[config.mk]
export PLATFORM = sky130hd
export DESIGN_NAME = inv_mix_cols_iter
export DESIGN_NICKNAME = d
export VERILOG_FILES = /design/src/rtl/inv_mix_cols_iter.sv
export SDC_FILE = /design/constraint.sdc
export NUM_CORES = 1
export LEC_CHECK = 0
export CAP_MARGIN = 20
export CORE_MARGIN = 4
export CORE_UTILIZATION = 46
export CTS_BUF_LIST = sky130_fd_sc_hd__clkbuf_8
export CTS_CLUSTER_DIAMETER = 40
export DETAILED_ROUTE_END_ITERATION = 10
export PLACE_DENSITY = 0.86
export SLEW_MARGIN = 20
export SYNTH_ARGS = -nofsm -noshare
export SYNTH_HDL_FRONTEND = slang
export SYNTH_SLANG_ARGS = --single-unit
export TNS_END_PERCENT = 50
[constraint.sdc]
create_clock -name clk -period 4.2 [get_ports clk]
set_clock_uncertainty 0.15 [all_clocks]
set_input_delay 0.84 -clock clk [delete_from_list [all_inputs] [get_ports clk]]
set_output_delay 0.84 -clock clk [all_outputs]
set_load 0.05 [all_outputs]
[src/rtl/inv_mix_cols_iter.sv]
// Iterative AES InvMixColumns: one column per clock through a single shared
// column transform, with valid/ready handshakes on input and output.
module inv_mix_cols_iter (
  input  logic         clk,
  input  logic         rst,
  input  logic [127:0] din,
  input  logic         in_valid,
  output logic         in_ready,
  output logic [127:0] dout,
  output logic         out_valid,
  input  logic         out_ready
);

  typedef enum logic [1:0] {IDLE, BUSY, DONE} state_t;

  state_t        state, state_nxt;
  logic [1:0]    col;
  logic [127:0]  work;
  logic [31:0]   col_in, col_out;

  function automatic logic [7:0] xtime(input logic [7:0] b);
    return {b[6:0], 1'b0} ^ (b[7] ? 8'h1b : 8'h00);
  endfunction

  // Products by 09/0b/0d/0e built from b, 2b, 4b and 8b.
  function automatic logic [31:0] inv_col(input logic [31:0] c);
    logic [7:0] a   [4];
    logic [7:0] m9  [4];
    logic [7:0] mb  [4];
    logic [7:0] md  [4];
    logic [7:0] me  [4];
    logic [7:0] x1, x2, x3;
    for (int i = 0; i < 4; i++) begin
      a[i]  = c[31-8*i -: 8];
      x1    = xtime(a[i]);
      x2    = xtime(x1);
      x3    = xtime(x2);
      m9[i] = x3 ^ a[i];
      mb[i] = x3 ^ x1 ^ a[i];
      md[i] = x3 ^ x2 ^ a[i];
      me[i] = x3 ^ x2 ^ x1;
    end
    return {me[0] ^ mb[1] ^ md[2] ^ m9[3],
            m9[0] ^ me[1] ^ mb[2] ^ md[3],
            md[0] ^ m9[1] ^ me[2] ^ mb[3],
            mb[0] ^ md[1] ^ m9[2] ^ me[3]};
  endfunction

  // NOTE: every always_comb output gets a default first so no path leaves it unassigned (no latch).
  always_comb begin
    col_in = work[127:96];
    case (col)
      2'd0: col_in = work[127:96];
      2'd1: col_in = work[95:64];
      2'd2: col_in = work[63:32];
      2'd3: col_in = work[31:0];
      default: col_in = work[127:96];
    endcase
  end

  assign col_out = inv_col(col_in);

  // NOTE: sequential state uses non-blocking assignments so all registers update together at the edge.
  always_ff @(posedge clk or posedge rst) begin
    if (rst) state <= IDLE;
    else     state <= state_nxt;
  end

  always_comb begin
    state_nxt = state;
    case (state)
      IDLE:    if (in_valid)  state_nxt = BUSY;
      BUSY:    if (col == 2'd3) state_nxt = DONE;
      DONE:    if (out_ready) state_nxt = IDLE;
      default: state_nxt = IDLE;
    endcase
  end

  // NOTE: work is a plain register, not a memory, so it is reset to give a defined dout after reset.
  always_ff @(posedge clk or posedge rst) begin
    if (rst) begin
      work <= '0;
      col  <= 2'd0;
    end else begin
      case (state)
        IDLE: if (in_valid) begin
          work <= din;
          col  <= 2'd0;
        end
        BUSY: begin
          case (col)
            2'd0: work[127:96] <= col_out;
            2'd1: work[95:64]  <= col_out;
            2'd2: work[63:32]  <= col_out;
            2'd3: work[31:0]   <= col_out;
            default: ;
          endcase
          col <= col + 2'd1;
        end
        default: ;
      endcase
    end
  end

  always_comb begin
    in_ready  = (state == IDLE);
    out_valid = (state == DONE);
  end

  assign dout = work;

endmodule

# == Word level (Yosys, flattened, before mapping) ==
# Cells that the tools add are included.
# totals
elab_cells,100
input_bits,132
ff_bits,132
out_inout_bits,130
# classes
n_eq_ne,11
n_reduce_logical,9
mux,25
bitwise,48
add_sub_neg,1
# op_table
cell,count
$xor A8 B8 Y8,36
$pmux W128 S2,1
$mux W128,1
$mux W32,4
$pmux W32 S4,1
$xor A8 B5 Y8,12
$mux W5,12
$reduce_and A3 Y1,5
$mux W2,4
$eq A2 B2 Y1 const B,3
$ne A2 B1 Y1 const B,3
$ne A2 B2 Y1 const B,3
$pmux W2 S3,1
$eq A2 B1 Y1 const B,2
$logic_not A2 Y1,2
$pmux W2 S2,1
$add A2 B1 Y2 const B,1
$reduce_and A2 Y1,1
$reduce_bool A2 Y1,1

# == Logic depth before layout (Yosys ltp) ==
# depth
depth_word,15
mapped_depth,14
ltp_nobuf,10

# == Worst setup path after synthesis ==
# OpenSTA, ideal clock, no wires.
# synth_path
path_kind,flip-flop to flip-flop
start,register col[0]
end,"register work[20], in the netlist dout[20]"
required_ns,3.930
period_less_slack_ns,3.572
setup_time_ns,0.120
n_path_buf,3
path_stages_with_launch,13
setup_slack_ns,0.628
t_arrival_ns,3.302
cell_sequence,dfrtp_1 -> ha_1 -> buf_6 -> buf_6 -> a222oi_1 -> clkbuf_1 -> xor2_1 -> a21oi_1 -> xor2_1 -> xnor2_1 -> xor3_2 -> or3b_1 -> and3_1
# synth_via
elab_chain_cells,13
word_cells_on_any_way,42
cone_classes,4 x eq/ne; 14 x mux; 22 x bitwise; 2 x reduce/logical
# synth_lines
item,line_no,source
"start, declared",17,logic [1:0] col;
"start signal, assigned",98,col <= col + 2'd1;
"$eq A2 B2 Y1, or another cell as far along","52, 91",
$pmux W32 S4,52,case (col)
$xor A8 B5 Y8,22,"return {b[6:0], 1'b0} ^ (b[7] ? 8'h1b : 8'h00);"
$mux W5 / $xor A8 B5 Y8 (equally long branches),22,
$xor A8 B5 Y8 / $mux W5 (equally long branches),22,
$xor A8 B5 Y8,22,
$xor A8 B8 Y8 (2 in a row),41,me[i] = x3 ^ x2 ^ x1;
$xor A8 B8 Y8 (3 in a row),44,"m9[0] ^ me[1] ^ mb[2] ^ md[3],"
$mux W32,91,case (col)
$pmux W128 S2,85,case (state)
"end signal, assigned",87,work <= din;
"end signal, assigned",95,2'd3: work[31:0] <= col_out;
"end, declared",18,logic [127:0] work;
# Several ways; a longest one is shown, not always the timed one. The select of a mux whose other input is x is not followed.
# A chain may end at the register's enable or synchronous reset.

# == Worst setup path in the final report ==
# layout_path
start,register col[0]
end,"register work[59], in the netlist dout[59]"
# layout_via
elab_chain_cells,13
word_cells_on_any_way,41
cone_classes,4 x eq/ne; 13 x mux; 22 x bitwise; 2 x reduce/logical
# layout_lines
item,line_no,source
"$eq A2 B2 Y1, or another cell as far along",52,
$pmux W32 S4,52,
$mux W5 / $xor A8 B5 Y8 (equally long branches),22,
$xor A8 B5 Y8,22,
$xor A8 B5 Y8 / $mux W5 (equally long branches),22,
$xor A8 B5 Y8,22,
"$xor A8 B8 Y8, on equally long branches (2 in a row)","41, 39",
$xor A8 B8 Y8 (3 in a row),43,"return {me[0] ^ mb[1] ^ md[2] ^ m9[3],"
$mux W32,91,
$pmux W128 S2,85,
"end signal, assigned",87,
"end signal, assigned",94,2'd2: work[63:32] <= col_out;
# Several ways; a longest one is shown, not always the timed one. The select of a mux whose other input is x is not followed.

==> out/results.txt <==
1st-iter DRT viols - 1206
GR Overflow Total - 0
Critical path type - flop to flop
Synth top cells by count - nor2_1, nand2_1, xnor2_1
Total CTS buffers - 17
Starting density of the core - 46.9%
Routed Antenna Nets - 0
Post-synth top area share - 33.3%
Die area - 24000 um^2
CTS resizes - 0
Slowest CP cell - mux2i_1
XOR/XNOR share of the synthesized area - 27.2%
DR WL/cell - 22.0 um
Gp weighted congestion - 1.02
Cell Rows - 53
RSZ-0062 raised after global routing - false
Clk slew on worst S/H paths - 0.09 ns
First-pass GRT wire length - 57100 um
Cell with the most instances after synthesis - nor2_1
Via density per instance - 5.84
Slew headroom - 44.2%
Largest family of logic cells by synthesized area - XOR/XNOR gates
Post-CTS setup buffer count - 0
Area Overhead vs Synth - 36.2%
Setup TNS after final layout - 0 ns
Ant diodes - 0
DRC viols - 0
Via count - 9923
Post-DP HPWL - 28400 um
Ys Warns - 0
Post-synth top flop - dfrtp_1
Mux contribution to synthesized area - 2.68%
Htree depth - 4
Register area share after synthesis - 33.3%
Vias in the first global route - 10.0k
Post-Synth Adder-Cell Area - 0.504%
Clock sinks - 132
CP bufs+invs - 2
Finished Core Util - 63.9%
Die width - 155 um
Final worst path period need - 3.86 ns
Worst-margin pin slew - 0.837 ns
Total global-route track usage - 30.5%
Io pins - 262
Peak Freq - 259 MHz
Post-synth EDFFs - 0
Ys async rst share - 100%
Drt total wl - 37300 um
CP startpoint kind - flop
Max Transition Viols Final - 0
Simple-gate area share of the yosys netlist - 14.0%
Final Hold Fails - 0
Total iterations of the first detailed-routing run - 6
Clock insertion delay at the later pin of the skew report - 0.46 ns
Largest net degree at the start of global routing - 96
CP endpoint kind - flop
Library cells used by synthesis - 45
CTS root buf - clkbuf_8
Hold WC Path Type - flop to flop
Worst Path Max Fanout - 16
CP max stage delay - 0.48 ns
Post-Syn Nets - 1288
Mapped Cells - 1152
Arr. time, crit path - 4.03 ns
Buffers on Ports - 261
Die Y - 155 um
Synth Area per Inst - 8.62 um^2
Synth Area in Compound Gates - 17.9%
Hold buffers post-CTS - 0
CP delay by family, top - XOR/XNOR gates
Share of layout cells above drive strength 1 - 8.99%
Critical Path RT - 4.37 ns
Nets - 1547
Final Setup Violations - 0
Crit-path cells - ha_1 -> buf_4 -> a222oi_1 -> buf_4 -> xor2_1 -> xor2_1 -> mux2i_1 -> xnor3_1 -> xnor3_1 -> nand2_1 -> a31oi_1
Core area - 21200 um^2
CTS tree - yes
Final hold slack - 0.366 ns
Status - completed
Antenna violations before repair - 0
Synthesized area - 9930 um^2
Area contributors post-synth - dfrtp_1, xnor2_1, nor2_1, xor2_1, nand2_1
Max Cap Violations - 0
Clock buffer depth - 2
Synth area leader - dfrtp_1
#FFs+latches synth - 132
Period utilization - 91.9%
==> logic make-up after synthesis <==
kind of cell,after synthesis
AOI/OAI and AO/OA,269
xor gates and xnor gates,262
adders and majority gates,4
buffers and inverters,106
DFF,132
muxes,25
and+or+nand+nor,354
==> metal layers <==
layer	track usage (%)	vias up	routed length, um
li1	-	4469	-
met1	39.5	4745	14100
met2	50.4	600	18200
met3	5.09	109	3500
met4	13.7	0	1520
met5	0	-	0
==> cell usage in the layout (no fill, tap or decap), drive strengths merged, types with 7 or more instances in the layout <==
cell           instances
buf                   77
dfrtp                132
xnor3                 23
a222oi                32
xnor2                163
a31oi                 56
inv                   14
nor2                 169
a22oi                 13
xor2                  72
o211ai                 7
clkdlybuf4s50        261
o31ai                 36
mux2i                 25
clkbuf                17
a21oi                 55
nand2                165
o21ai                 56
==> through the flow <==
step | std cells | cell area, um^2 | setup WS, ns
4_1_cts | 1699 | 13500 | 0.400
5_1_grt | 1699 | 13500 | 0.0918
3_3_place_gp | 1667 | 13100 | 0.476
6_report | 1699 | 13500 | 0.339
2_1_floorplan | 1152 | 9930 | 0.628
3_5_place_dp | 1667 | 13100 | 0.422
==> registers in the layout (all words and copies together), names as in the netlist <==
name and flops:
col 2, state 2, dout 128
==> worst min-delay path, stage by stage, from the launching register on <==
cell,delay [ns]
dfrtp_1,0.37
nand2_1,0.05
o21ai_0,0.06
==> cell type report <==
cell class	instances	area [um^2]
clock buffers	17	234
fillers	1686	7640
inverters	8	33.8
flip-flops and latches	132	3300
multi-input cells	914	6200
clock inverters	15	168
well taps	275	344
repair buffers	338	3230
==> final timing paths <==
path,start,endpoint,slack [ns],cells past startpoint
max,col[0],dout[59],0.34,11
min,dout[2],dout[2],0.37,2
max reg2reg,col[0],dout[59],0.34,11
min reg2reg,dout[2],dout[2],0.37,2
max in group asynchronous,rst,dout[19],2.69,3
min in group asynchronous,rst,dout[9],0.45,2
Power is not shown: default switching activity piles up to over one toggle a cycle in this logic, so the estimate is an artifact.
